### config.mk
export PLATFORM = sky130hd
export DESIGN_NAME = mem_dumper
export DESIGN_NICKNAME = d
export VERILOG_FILES = /design/src/rtl/mem_dumper_pkg.sv /design/src/rtl/mem_dumper.sv
export SDC_FILE = /design/constraint.sdc
export NUM_CORES = 1
export LEC_CHECK = 0
export ABC_AREA = 1
export CAP_MARGIN = 40
export CORE_ASPECT_RATIO = 1.5
export CORE_UTILIZATION = 57
export CTS_BUF_LIST = sky130_fd_sc_hd__clkbuf_4
export DETAILED_ROUTE_END_ITERATION = 16
export MAX_ROUTING_LAYER = met4
export PLACE_DENSITY_LB_ADDON = 0.15
export SETUP_SLACK_MARGIN = 0.4
export SYNTH_ARGS = -nofsm -noshare
export SYNTH_HDL_FRONTEND = slang
export SYNTH_SLANG_ARGS = --single-unit
### constraint.sdc
create_clock -name clk -period 4 [get_ports clk]
set_input_delay 1.2 -clock clk [delete_from_list [all_inputs] [get_ports clk]]
set_output_delay 1.2 -clock clk [all_outputs]
set_load 0.005 [all_outputs]
### src/rtl/mem_dumper_pkg.sv
// mem_dumper_pkg: shared state encoding and default window for the data-memory dumper
package dump_pkg;
  typedef enum logic [1:0] {IDLE, READ, SEND, FIN} dump_state_t;
  localparam int DUMP_BASE = 0;
  localparam int DUMP_COUNT = 64;
  localparam int CNT_W = 9;
endpackage

### src/rtl/mem_dumper.sv
// mem_dumper: streams a window of data memory over valid/ready with an XOR checksum once the core is done
module mem_dumper
  import dump_pkg::*;
#(
  parameter int BASE = DUMP_BASE,
  parameter int COUNT = DUMP_COUNT,
  parameter int AW = 8
) (
  input  logic          clk,
  input  logic          reset,
  input  logic          done_in,
  input  logic [7:0]    mem_dat,
  output logic [AW-1:0] mem_addr,
  output logic          host_sel,
  output logic [7:0]    dout,
  output logic          dout_valid,
  input  logic          dout_ready,
  output logic          busy,
  output logic          finished,
  output logic [7:0]    xsum
);
  localparam logic [CNT_W-1:0] LAST = CNT_W'(COUNT - 1);
  dump_state_t      state_q, state_d;
  logic             done_q;
  logic [AW-1:0]    ptr_q, ptr_d;
  logic [CNT_W-1:0] cnt_q, cnt_d;
  logic [7:0]       dout_q, dout_d, xsum_q, xsum_d;
  logic             start;
  assign start      = done_in & ~done_q;
  assign mem_addr   = ptr_q;
  assign dout       = dout_q;
  assign xsum       = xsum_q;
  assign host_sel   = (state_q == READ) || (state_q == SEND);
  assign busy       = host_sel;
  assign dout_valid = state_q == SEND;
  assign finished   = state_q == FIN;
  // next-state: arm on a done rise, one read then a handshake per byte, park in FIN until done drops
  always_comb begin
    state_d = state_q;
    ptr_d   = ptr_q;
    cnt_d   = cnt_q;
    dout_d  = dout_q;
    xsum_d  = xsum_q;
    case (state_q)
      IDLE: if (start) begin
        ptr_d   = AW'(BASE);
        cnt_d   = '0;
        xsum_d  = '0;
        state_d = READ;
      end
      READ: begin
        dout_d  = mem_dat;
        state_d = SEND;
      end
      SEND: if (dout_ready) begin
        xsum_d  = xsum_q ^ dout_q;
        cnt_d   = cnt_q + 1'b1;
        ptr_d   = (cnt_q == LAST) ? ptr_q : ptr_q + 1'b1;
        state_d = (cnt_q == LAST) ? FIN : READ;
      end
      FIN: state_d = done_in ? FIN : IDLE;
      default: state_d = IDLE;
    endcase
  end
  // state and datapath registers; reset aborts any dump in flight
  always_ff @(posedge clk or posedge reset) begin
    if (reset) begin
      state_q <= IDLE;
      done_q  <= 1'b0;
      ptr_q   <= '0;
      cnt_q   <= '0;
      dout_q  <= '0;
      xsum_q  <= '0;
    end else begin
      state_q <= state_d;
      done_q  <= done_in;
      ptr_q   <= ptr_d;
      cnt_q   <= cnt_d;
      dout_q  <= dout_d;
      xsum_q  <= xsum_d;
    end
  end
endmodule

# --- Word level (Yosys, flattened, before mapping) ---
# Cells that the tools add are included.
word_totals:
  inputBits: 12
  reg_bits: 36
  mem_bits_rw: 0
  wordCells: 38
  romBits: 0
  latch_bits: 0
  n_memories: 0
  out_inout_bits: 28
op_classes:
  n_lt_le_gt_ge: 0
  n_mux: 14
  n_eq_ne: 7
  n_addsub: 2
  reduce_logical: 6
  n_mul: 0
  shift: 0
  n_bitwise: 3
  div: 0
ops:
  columns: ["operator", "count"]
  rows:
  - ["two-way mux 8 bit", 4]
  - ["one-hot mux 8 bit (2 select lines)", 2]
  - ["two-way mux 9 bit", 2]
  - ["one-hot mux 9 bit (2 select lines)", 1]
  - ["adder 9 x 1 -> 9 bit (second input constant)", 1]
  - ["equality test 9 x 6 -> 1 bit (second input constant)", 1]
  - ["adder 8 x 1 -> 8 bit (second input constant)", 1]
  - ["two-way mux 2 bit", 4]
  - ["one-hot mux 2 bit (4 select lines)", 1]
  - ["bitwise XOR 8 bit", 1]
  - ["equality test 2 bit (second input constant)", 2]
  - ["!= test 2 bit (second input constant)", 2]
  - ["AND reduction 4 bit", 1]
  - ["AND reduction 3 bit", 1]
  - ["equality test 2 x 1 -> 1 bit (second input constant)", 1]
  - ["logical NOT 2 bit", 1]
  - ["!= test 2 x 1 -> 1 bit (second input constant)", 1]
  - ["AND reduction 2 bit", 1]
  - ["nonzero test 2 bit", 1]
  - ["bitwise AND 1 bit", 1]
  - ["logical OR 1 bit", 1]
  - ["inverter 1 bit", 1]

# --- Depth between registers and ports, before layout ---
# Gate-level depths: netlist of run 1.
logic_depth:
  ltp_word: 4
  ltp_mapped: 11
  depth_no_buf: 9

# --- Worst setup path before layout of run 1 ---
# Ideal clock, no wire load.
synth_path:
  kind: "reg-to-output"
  from: "reg state_q[0]"
  to: "out host_sel"
  path_buffers: 1
  t_required_ns: 2.800
  path_stages_with_launch: 4
  arrival_ns: 0.918
  path_slack_ns: 1.882
  cell_sequence: "dfrtp_1 inv_1 ha_1 buf_4"
synth_between:
  elab_chain_len: 2
  elab_cells_between_ends: 3
  classes_between: "eq/ne: 2; reduce/logical: 1"
synth_rtl:
  columns: ["element", "line", "rtl"]
  rows:
  - ["start: declaration", "mem_dumper.sv:23", "dump_state_t state_q, state_d;"]
  - ["start signal: assignment", "mem_dumper.sv:75", "state_q <= state_d;"]
  - ["equality test 2 x 1 -> 1 bit or equality test 2 bit (tied branches)", "mem_dumper.sv:33", "assign host_sel = (state_q == READ) || (state_q == SEND);"]
  - ["logical OR 1 bit *", "mem_dumper.sv:33", null]
  - ["end: declaration", "mem_dumper.sv:14", "output logic host_sel,"]
# Every way passes the cells marked *; elsewhere a longest branch is shown, timed or not.

# --- Final worst setup path of run 1 ---
layout_path:
  from: "reg state_q[0]"
  to: "out dout_valid"
layout_between:
  elab_chain_len: 1
layout_rtl:
  columns: ["element", "line", "rtl"]
  rows:
  - ["equality test 2 bit", "mem_dumper.sv:35", "assign dout_valid = state_q == SEND;"]
  - ["end: declaration", "mem_dumper.sv:16", "output logic dout_valid,"]
# No other way between the ends.

==> impl_table.tex, run 1 <==
\begin{tabular}{lr}
\hline
Metric & Value \\
\hline
\multicolumn{2}{l}{\textbf{Setup path}} \\
Worst Setup Path Type & flop to output port \\
Cell family contributing the most delay on the critical path & buffers and inverters \\
Sort of element at the start of the critical path & flop \\
Stages on worst setup path & 4 \\
CP peak stage delay & 0.56 ns \\
Critical Path AT & 1.94 ns \\
Launch point of the worst path & state\_q[0]\$\_DFFE\_PP0P\_ \\
End point of the critical path & dout\_valid \\
Slowest CP cell & clkdlybuf4s50\_1 \\
Number of buffer and inverter stages on the critical path & 3 \\
FF-to-FF setup slack & 1.70 ns \\
Critical-path maximum fanout & 28 \\
Required arrival time at the worst endpoint & 2.80 ns \\
Reg2reg path depth & 10 \\
Cells traversed along the worst timing path & inv\_1, ha\_1, buf\_4, clkdlybuf4s50\_1 \\
Worst reg2reg path startpoint & state\_q[0]\$\_DFFE\_PP0P\_ \\
Worst R2R End & mem\_addr[5]\$\_DFFE\_PP0P\_ \\
Critical Path Sink Type & output port \\
\multicolumn{2}{l}{\textbf{Placed design}} \\
Last weighted congestion value of the routability-driven placer & 0.828 \\
Final HPWL from detailed placement & 2810 microns \\
Count of buffers inserted at the top-level ports & 39 \\
DP Cell Count & 326 \\
Total placed instance area & 2390 sq um \\
\multicolumn{2}{l}{\textbf{STA}} \\
Tightest Pin Transition & 0.677 ns \\
Endpoints failing hold & 0 \\
Max-slew violation count & 0 \\
Setup violators final & 0 \\
Headroom to the max-slew limit & 0.548 \\
Fin crit share & 0.785 \\
Peak clock frequency supported by timing & 318 MHz \\
Hold slack & 0.546 ns \\
Total negative slack for setup checks & 0 ns \\
Final min period & 3.14 ns \\
Unrepaired setup endpoints after global routing & false \\
Layout Skew & 0.00765 ns \\
\multicolumn{2}{l}{\textbf{Layout}} \\
Final nets & 312 \\
Antenna diodes & 0 \\
Fraction of final layout cells sized beyond drive strength 1 & 0.116 \\
Count of non-filler cells in the finished layout & 334 \\
Layout Cell Area excl Fill & 2450 sq um \\
Number of inserted filler cells in the final layout & 266 \\
Layout-stage area growth over the synthesis result & 22.8\% \\
\multicolumn{2}{l}{\textbf{Clocking}} \\
Maximum clock path buffer count & 2 \\
Number of clock buffers inserted by TritonCTS & 5 \\
Hold-fix buffer count after cts & 0 \\
Clock-pin slew on the worst setup and hold paths & 0.11 ns \\
Sink count of the clock tree & 36 \\
Cells resized by post-CTS repair & 0 \\
Post-CTS Setup Repair Bufs & 0 \\
TritonCTS clock tree & done \\
Clock tree root buffer cell & clkbuf\_4 \\
Number of H-tree branching levels & 2 \\
Source-to-sink clock delay at the later pin of the worst-skew pair & 0.34 ns \\
\multicolumn{2}{l}{\textbf{Floorplan}} \\
Number of standard-cell rows in the floorplan & 25 \\
Full die area & 3740 sq um \\
Vertical extent of the die & 74.4 microns \\
Width of the die & 50.3 microns \\
CORE AREA & 3250 sq um \\
I/O pin cnt & 40 \\
Initial standard-cell utilization of the core & 0.613 \\
\multicolumn{2}{l}{\textbf{Route}} \\
Via density & 5.15 \\
Number of DRC markers in iteration 0 & 31 \\
Count of nets left with antenna violations after detail routing & 0 \\
Remaining routing DRC violations & 0 \\
Pre-Repair DR Iteration Count & 4 \\
Count of vias placed by the detailed router & 1721 \\
Overall routed net length & 3830 microns \\
Wire length per cell after detailed routing & 11.5 microns \\
\multicolumn{2}{l}{\textbf{Global route}} \\
Global-route total usage across every layer & 0.243 \\
Wire length of the first global-routing pass & 6620 microns \\
Number of antenna violations at the first check in global routing & 0 \\
Met3 track utilization from global routing & 0.0552 \\
Total congestion overflow & 0 \\
Met2 Use GR & 0.431 \\
Via count of the first global-routing pass & 1584 \\
Maximum number of pins on one net before global-route repair & 34 \\
Met1 Usage GRT & 0.258 \\
Busiest grt layer & met2 \\
\multicolumn{2}{l}{\textbf{Logic synthesis}} \\
Share of synthesized registers carrying an async set or reset & 1.00 \\
Number of cells produced by synthesis & 254 \\
Synth top cells by count & 78 x nand2\_1, 36 x dfrtp\_1, 27 x nand3\_1, 24 x o21ai\_0, 23 x inv\_1 \\
Number of nets in the synthesized netlist & 273 \\
Dominant cells by area after synthesis & dfrtp\_1 45\%, nand2\_1 15\%, nand3\_1 6.8\% \\
Library cell with the highest instance count after synthesis & nand2\_1 \\
Area share of the leading cell type in the synthesized netlist & 0.452 \\
Post-synth top area cell & dfrtp\_1 \\
EDFF count, synth & 0 \\
Predominant post-synthesis flop cell & dfrtp\_1 \\
Average cell area after synthesis & 7.85 sq um \\
Yosys warns & 0 \\
Number of different library cells in the post-synthesis netlist & 23 \\
Flop and latch count out of synthesis & 36 \\
Seq/Total Area, Yosys & 0.452 \\
Mapped cell area & 1990 sq um \\
\multicolumn{2}{l}{\textbf{Worst hold path}} \\
Path category of the worst min-delay check & flop to flop \\
\multicolumn{2}{l}{\textbf{Pwr}} \\
Leakage power figure & 1.10 nW \\
PnR Total Power & 1.55 mW \\
Power density of the placed cells & 633 nW/um\^{}2 \\
Peak VDD IR & 0.511 mV \\
\multicolumn{2}{l}{\textbf{Run}} \\
Max capacitance violation total & 0 \\
\multicolumn{2}{l}{\textbf{Outcome}} \\
Result of the run & complete, no violations \\
\hline
\end{tabular}
[cells in the final DEF, fill, tap and decap left out]
master and count:
a21oi_1 2, buf_4 2, clkbuf_4 7, clkdlybuf4s50_1 39, clkinv_1 1, dfrtp_1 36, ha_1 7, inv_1 23
inv_2 2, mux2_2 8, nand2_1 78, nand2_2 2, nand3_1 27, nand3_2 1, nor2_1 19, nor2_2 1
nor3_1 1, o21ai_0 24, o21ai_2 2, or2_2 9, xnor2_1 1, xor2_1 2
[state kept, by name, summed over array words and instances, names as in the netlist]
name and count:
xsum 8, mem_addr 8, done_q 1, state_q 2, dout 8, cnt_q 9
[routing by layer]
| layer | part of all wire | routed length, microns | up-vias |
|---|---|---|---|
| li1 | - | - | 878 |
| met1 | 0.41 | 1570 | 807 |
| met2 | 0.54 | 2080 | 32 |
| met3 | 0.032 | 122 | 4 |
| met4 | 0.014 | 52 | 0 |
| met5 | 0 | 0 | - |
[through the flow]
step / worst slack, ns / util
floorplan: 1.88 / -
global placement: 1.06 / 0.735
detailed placement: 1.01 / 0.735
CTS: 0.827 / 0.752
global route: 0.730 / 0.752
finish: 0.860 / 0.752
[kinds of logic (layout without fill, tap and decap cells)]
| logic type | Yosys count | after routing | synth area share |
|---|---|---|---|
| AOI/OAI and AO/OA | 28 | 28 | 0.0741 |
| xor gates and xnor gates | 3 | 3 | 0.0132 |
| adders and majority gates | 7 | 7 | 0.0439 |
| buffers and inverters | 34 | 74 | 0.0760 |
| DFF | 36 | 36 | 0.452 |
| muxes | 8 | 8 | 0.0452 |
| and+or+nand+nor | 138 | 138 | 0.296 |
[power by group]
group          internal (mW)  leakage (nW)  switching, mW
registers              0.472         0.472          0.101
logic                  0.398         0.591          0.380
clock network         0.0812        0.0338          0.116
total                  0.951          1.10          0.597
[final cells by class]
class | instances | area [sq um] | share of cell area
sequential | 36 | 901 | 0.368
clock buffer | 7 | 52.6 | 0.0215
multi-input combinational | 184 | 941 | 0.384
clock inverter | 1 | 3.75 | 0.00153
inverter | 25 | 93.8 | 0.0383
tap | 40 | 50.0 | 0.0204
timing repair buffer | 41 | 405 | 0.166
[how the worst min path moves through the flow]
stage | from | end | depth (start not counted)
floorplan | cnt_q[8]$_DFFE_PP0P_ | cnt_q[8]$_DFFE_PP0P_ | 2
global placement | cnt_q[8]$_DFFE_PP0P_ | cnt_q[8]$_DFFE_PP0P_ | 2
detailed placement | xsum[4]$_DFFE_PP0P_ | xsum[4]$_DFFE_PP0P_ | 2
CTS | xsum[4]$_DFFE_PP0P_ | xsum[4]$_DFFE_PP0P_ | 2
global route | dout[4]$_DFFE_PP0N_ | dout[4]$_DFFE_PP0N_ | 1
finish | xsum[4]$_DFFE_PP0P_ | xsum[4]$_DFFE_PP0P_ | 2
[tightest hold or removal path, delay by kind of cell (launching register included)]
kind	cells	cell delay (ns)
AND/OR/NAND/NOR	1	0.06
flip-flops	1	0.40
AO/OA/AOI/OAI	1	0.06
(Power assumes the default switching activity.)
==> run 2: changes to the inputs <==
Settings changed: CORE_UTILIZATION 57 to 53.
Clock period 4 ns to 3.1 ns, I/O delays scaled along.
==> impl_table.tex, run 2 (synthesized netlist as in run 1, its figures left out) <==
\begin{tabular}{lr}
\hline
Metric & Value \\
\hline
\multicolumn{2}{l}{\textbf{Outcome}} \\
Result of the run & complete, no violations \\
\multicolumn{2}{l}{\textbf{Pwr}} \\
Peak VDD IR & 0.699 mV \\
Leakage power figure & 1.10 nW \\
Power density of the placed cells & 822 nW/um\^{}2 \\
\multicolumn{2}{l}{\textbf{Layout}} \\
Final nets & 314 \\
Fraction of final layout cells sized beyond drive strength 1 & 0.125 \\
Antenna diodes & 0 \\
Largest register FFs & 9 \\
Most frequent cells in the layout & 78 x nand2\_1, 39 x clkdlybuf4s50\_1, 36 x dfrtp\_1 \\
Register ranked first by flip-flop count & cnt\_q \\
Most frequent standard cell in the layout excluding fill and tap cells & nand2\_1 \\
Layout-stage area growth over the synthesis result & 23.4\% \\
\multicolumn{2}{l}{\textbf{Route}} \\
Pre-Repair DR Iteration Count & 4 \\
Detailed-routing wirelength on met1 & 1600 microns \\
Overall routed net length & 4020 microns \\
Count of vias placed by the detailed router & 1735 \\
Remaining routing DRC violations & 0 \\
Wire length per cell after detailed routing & 11.9 microns \\
Number of DRC markers in iteration 0 & 34 \\
Met3 WL post-DR & 118 microns \\
Count of nets left with antenna violations after detail routing & 0 \\
Total length of routed met2 wires & 2230 microns \\
Via density & 5.13 \\
Top sig layer & met4 \\
\multicolumn{2}{l}{\textbf{STA}} \\
Peak clock frequency supported by timing & 388 MHz \\
Setup slack after layout & 0.525 ns \\
Setup violators final & 0 \\
Unrepaired setup endpoints after global routing & false \\
Layout Skew & 0.00979 ns \\
Final min period & 2.58 ns \\
Total negative slack for setup checks & 0 ns \\
Tightest Pin Transition & 0.450 ns \\
Headroom to the max-slew limit & 0.700 \\
Fin crit share & 0.831 \\
Endpoints failing hold & 0 \\
Max-slew violation count & 0 \\
\multicolumn{2}{l}{\textbf{Setup path}} \\
Critical Path Sink Type & output port \\
Required arrival time at the worst endpoint & 2.17 ns \\
Worst Setup Path Type & flop to output port \\
Critical-path maximum fanout & 7 \\
Sort of element at the start of the critical path & flop \\
Critical Path AT & 1.65 ns \\
\multicolumn{2}{l}{\textbf{Global route}} \\
Total congestion overflow & 0 \\
Wire length of the first global-routing pass & 7090 microns \\
Number of antenna violations at the first check in global routing & 0 \\
Global-route total usage across every layer & 0.242 \\
Via count of the first global-routing pass & 1663 \\
Maximum number of pins on one net before global-route repair & 37 \\
\multicolumn{2}{l}{\textbf{Clocking}} \\
Maximum clock path buffer count & 2 \\
Source-to-sink clock delay at the later pin of the worst-skew pair & 0.35 ns \\
Hold-fix buffer count after cts & 0 \\
Number of clock buffers inserted by TritonCTS & 5 \\
Number of H-tree branching levels & 2 \\
Clock tree root buffer cell & clkbuf\_4 \\
TritonCTS clock tree & done \\
Clock-pin slew on the worst setup and hold paths & 0.11 ns \\
Sink count of the clock tree & 36 \\
\multicolumn{2}{l}{\textbf{Floorplan}} \\
I/O pin cnt & 40 \\
Number of standard-cell rows in the floorplan & 26 \\
Width of the die & 52.1 microns \\
CORE AREA & 3510 sq um \\
Vertical extent of the die & 77.1 microns \\
Initial standard-cell utilization of the core & 0.567 \\
Full die area & 4010 sq um \\
\multicolumn{2}{l}{\textbf{Placed design}} \\
Final HPWL from detailed placement & 2930 microns \\
Count of buffers inserted at the top-level ports & 39 \\
Setup slack at placement & 0.683 ns \\
Last weighted congestion value of the routability-driven placer & 0.865 \\
\multicolumn{2}{l}{\textbf{Worst hold path}} \\
Path category of the worst min-delay check & flop to flop \\
\multicolumn{2}{l}{\textbf{Run}} \\
Max capacitance violation total & 0 \\
\hline
\end{tabular}
## run 2: cell types whose count changed in the layout (fill, tap and decap cells not counted)
| cell | change |
|---|---|
| inv_1 | -1 |
| clkbuf_4 | -2 |
| buf_4 | +2 |
| inv_2 | +1 |
| clkinv_2 | +2 |
## run 2: final timing paths
path | start | endpoint | slack [ns] | cells past startpoint
setup / recovery | state_q[0]$_DFFE_PP0P_ | host_sel | 0.52 | 3
hold / removal | cnt_q[8]$_DFFE_PP0P_ | cnt_q[8]$_DFFE_PP0P_ | 0.53 | 2
setup reg to reg | state_q[0]$_DFFE_PP0P_ | cnt_q[2]$_DFFE_PP0P_ | 1.14 | 9
hold reg to reg | cnt_q[8]$_DFFE_PP0P_ | cnt_q[8]$_DFFE_PP0P_ | 0.53 | 2
max in group asynchronous | reset | mem_addr[7]$_DFFE_PP0P_ | 1.79 | 3
min in group asynchronous | reset | dout[7]$_DFFE_PP0N_ | 0.99 | 3
## run 2: power breakdown
| part | leakage, nW | total, mW | internal [mW] | switching [mW] |
|---|---|---|---|---|
| sequential | 0.472 | 0.741 | 0.609 | 0.132 |
| clock | 0.0324 | 0.242 | 0.0831 | 0.158 |
| combinational | 0.600 | 1.04 | 0.535 | 0.505 |
| total | 1.10 | 2.02 | 1.23 | 0.795 |
## run 2: what timing repair did
item	in CTS	in global routing
gates resized for setup	0	1
setup endpoints to repair	0	2
buffers inserted	0	1
## run 2: layout make-up
class	instances	area, sq um
inverters	25	93.8
repair buffers	43	420
flip-flops and latches	36	901
clock buffers	5	37.5
clock inverters	3	13.8
well taps	42	52.6
multi-input cells	184	941
fillers	304	1050
## run 2: critical path, cell delays in order, from the launching register on
cell             delay [ns]
dfrtp_1                0.41
inv_2                  0.09
ha_1                   0.30
clkdlybuf4s50_1        0.50
## run 2: metrics by stage
stage / util / std cells / cell area (sq um) / total power, mW / hold slack (ns)
3_3_place_gp: 0.683 / 329 / 2400 / 1.76 / 0.497
4_1_cts: 0.698 / 337 / 2450 / 2.04 / 0.537
6_report: 0.700 / 338 / 2460 / 2.02 / 0.527
3_5_place_dp: 0.683 / 329 / 2400 / 1.79 / 0.506
5_1_grt: 0.700 / 338 / 2460 / 2.20 / 0.584
2_1_floorplan: - / 254 / 1990 / 1.40 / 0.475
## run 2: layer usage
layer  track usage  up-vias
met5             -        -
met4        0.0946        0
met3        0.0536        9
met2         0.440       33
met1         0.236      803
li1              -      890
==> run 3: changes to the inputs <==
Clock period 3.1 ns to 2.6 ns, I/O delays scaled along.
==> impl_table.tex, run 3 (synthesized netlist as in run 1, its figures left out) <==
\begin{tabular}{lr}
\hline
Metric & Value \\
\hline
\multicolumn{2}{l}{\textbf{Setup path}} \\
Required arrival time at the worst endpoint & 1.82 ns \\
Number of buffer and inverter stages on the critical path & 2 \\
End point of the critical path & finished \\
Slowest CP cell & dfrtp\_1 \\
Stages on worst setup path & 3 \\
Cells traversed along the worst timing path & buf\_4, ha\_1, dlygate4sd2\_1 \\
Worst R2R End & cnt\_q[2]\$\_DFFE\_PP0P\_ \\
CP peak stage delay & 0.41 ns \\
Reg2reg path depth & 10 \\
Critical Path Sink Type & output port \\
Worst reg2reg path startpoint & state\_q[0]\$\_DFFE\_PP0P\_ \\
Critical Path AT & 1.37 ns \\
Worst Setup Path Type & flop to output port \\
Launch point of the worst path & state\_q[0]\$\_DFFE\_PP0P\_ \\
Cell family contributing the most delay on the critical path & flip-flops \\
Critical-path maximum fanout & 2 \\
FF-to-FF setup slack & 0.62 ns \\
Sort of element at the start of the critical path & flop \\
\multicolumn{2}{l}{\textbf{STA}} \\
Hold slack & 0.535 ns \\
Unrepaired setup endpoints after global routing & false \\
Tightest Pin Transition & 0.458 ns \\
Peak clock frequency supported by timing & 464 MHz \\
Layout Skew & 0.0118 ns \\
Headroom to the max-slew limit & 0.695 \\
Setup violators final & 0 \\
Max-slew violation count & 0 \\
Fin crit share & 0.828 \\
Endpoints failing hold & 0 \\
Final min period & 2.15 ns \\
Total negative slack for setup checks & 0 ns \\
\multicolumn{2}{l}{\textbf{Clocking}} \\
Clock-pin slew on the worst setup and hold paths & 0.11 ns \\
Source-to-sink clock delay at the later pin of the worst-skew pair & 0.37 ns \\
Number of clock buffers inserted by TritonCTS & 5 \\
Sink count of the clock tree & 36 \\
Clock tree root buffer cell & clkbuf\_4 \\
Number of H-tree branching levels & 2 \\
Maximum clock path buffer count & 2 \\
TritonCTS clock tree & done \\
\multicolumn{2}{l}{\textbf{Route}} \\
Remaining routing DRC violations & 0 \\
Pre-Repair DR Iteration Count & 4 \\
Count of nets left with antenna violations after detail routing & 0 \\
Count of vias placed by the detailed router & 1773 \\
Via density & 5.14 \\
Number of DRC markers in iteration 0 & 31 \\
Overall routed net length & 4240 microns \\
Wire length per cell after detailed routing & 12.3 microns \\
\multicolumn{2}{l}{\textbf{Layout}} \\
Fraction of final layout cells sized beyond drive strength 1 & 0.168 \\
Layout-stage area growth over the synthesis result & 26.8\% \\
Number of inserted filler cells in the final layout & 294 \\
Most frequent standard cell in the layout excluding fill and tap cells & nand2\_1 \\
Register ranked first by flip-flop count & cnt\_q \\
Largest register FFs & 9 \\
Final nets & 321 \\
Antenna diodes & 0 \\
Most frequent cells in the layout & 78 x nand2\_1, 35 x clkdlybuf4s50\_1, 33 x dfrtp\_1 \\
\multicolumn{2}{l}{\textbf{Floorplan}} \\
I/O pin cnt & 40 \\
Initial standard-cell utilization of the core & 0.567 \\
Vertical extent of the die & 77.1 microns \\
Width of the die & 52.1 microns \\
Number of standard-cell rows in the floorplan & 26 \\
Full die area & 4010 sq um \\
CORE AREA & 3510 sq um \\
\multicolumn{2}{l}{\textbf{Global route}} \\
Total congestion overflow & 0 \\
Number of antenna violations at the first check in global routing & 0 \\
Wire length of the first global-routing pass & 7220 microns \\
Global-route total usage across every layer & 0.250 \\
Maximum number of pins on one net before global-route repair & 37 \\
Via count of the first global-routing pass & 1697 \\
\multicolumn{2}{l}{\textbf{Pwr}} \\
Peak VDD IR & 0.831 mV \\
Leakage power figure & 1.14 nW \\
Power density of the placed cells & 998 nW/um\^{}2 \\
Clock share of power & 0.127 \\
Combinational power share & 0.525 \\
Sw Pwr & 0.986 mW \\
Switching part of the total & 0.391 \\
Share of total power in sequential cells & 0.348 \\
P\_int & 1.54 mW \\
\multicolumn{2}{l}{\textbf{Placed design}} \\
Last weighted congestion value of the routability-driven placer & 0.863 \\
Final HPWL from detailed placement & 2890 microns \\
Count of buffers inserted at the top-level ports & 39 \\
\multicolumn{2}{l}{\textbf{Worst hold path}} \\
Path category of the worst min-delay check & flop to flop \\
\multicolumn{2}{l}{\textbf{Outcome}} \\
Result of the run & complete, no violations \\
\multicolumn{2}{l}{\textbf{Run}} \\
Max capacitance violation total & 0 \\
\hline
\end{tabular}
run 3: cell type report:
| cell class | instances | area [sq um] | share of cell area |
|---|---|---|---|
| Multi-Input combinational cell | 184 | 953 | 0.377 |
| Sequential cell | 36 | 905 | 0.358 |
| Timing Repair Buffer | 50 | 464 | 0.184 |
| Inverter | 25 | 96.3 | 0.0381 |
| Clock buffer | 7 | 52.6 | 0.0208 |
| Tap cell | 42 | 52.6 | 0.0208 |
| Clock inverter | 1 | 3.75 | 0.00149 |
run 3: through the flow:
stage               cells  power [mW]  setup WS, ns  utilization  area, sq um
floorplan             254        1.66         0.902            -         1990
global placement      329        2.10         0.400        0.683         2400
detailed placement    329        2.13         0.342        0.683         2400
CTS                   344        2.52         0.320        0.717         2520
global route          345        2.73         0.389        0.719         2530
finish                345        2.52         0.447        0.719         2530
run 3: worst min-delay path by stage:
stage | slack (ns) | startpoint | end | cells after the start
2_1_floorplan | 0.47 | cnt_q[8]$_DFFE_PP0P_ | cnt_q[8]$_DFFE_PP0P_ | 2
4_1_cts | 0.54 | cnt_q[8]$_DFFE_PP0P_ | cnt_q[8]$_DFFE_PP0P_ | 2
3_5_place_dp | 0.52 | cnt_q[8]$_DFFE_PP0P_ | cnt_q[8]$_DFFE_PP0P_ | 2
5_1_grt | 0.59 | xsum[7]$_DFFE_PP0P_ | xsum[7]$_DFFE_PP0P_ | 2
6_report | 0.54 | cnt_q[8]$_DFFE_PP0P_ | cnt_q[8]$_DFFE_PP0P_ | 2
3_3_place_gp | 0.50 | cnt_q[8]$_DFFE_PP0P_ | cnt_q[8]$_DFFE_PP0P_ | 2
run 3: per-layer routing:
metal	part of all wire	wire, microns	track usage
met1	0.40	1690	0.238
met2	0.55	2350	0.453
met3	0.028	117	0.0595
met4	0.020	84	0.105
met5	0	0	-
run 3: tightest hold or removal path, stage by stage (launching register included):
cell and delay, ns:
dfrtp_1 0.39, nand2_1 0.06, o21ai_0 0.06
run 3: power by group through the flow:
| stage | Sequential, mW | Combinational, mW | Clock (mW) |
|---|---|---|---|
| final | 0.878 | 1.33 | 0.321 |
| after global routing | 0.907 | 1.47 | 0.347 |
| after CTS | 0.877 | 1.32 | 0.320 |
| after detailed placement | 0.898 | 1.23 | 0 |
| after global placement | 0.891 | 1.21 | 0 |
| after floorplan | 0.880 | 0.784 | 0 |
run 3: what timing repair did:
item                                    in CTS  in global routing
resized for setup                            7                  9
hold buffers                                 0                  0
pin swaps                                    1                  0
endpoints found under the setup margin       4                  5
setup buffers                                7                  1
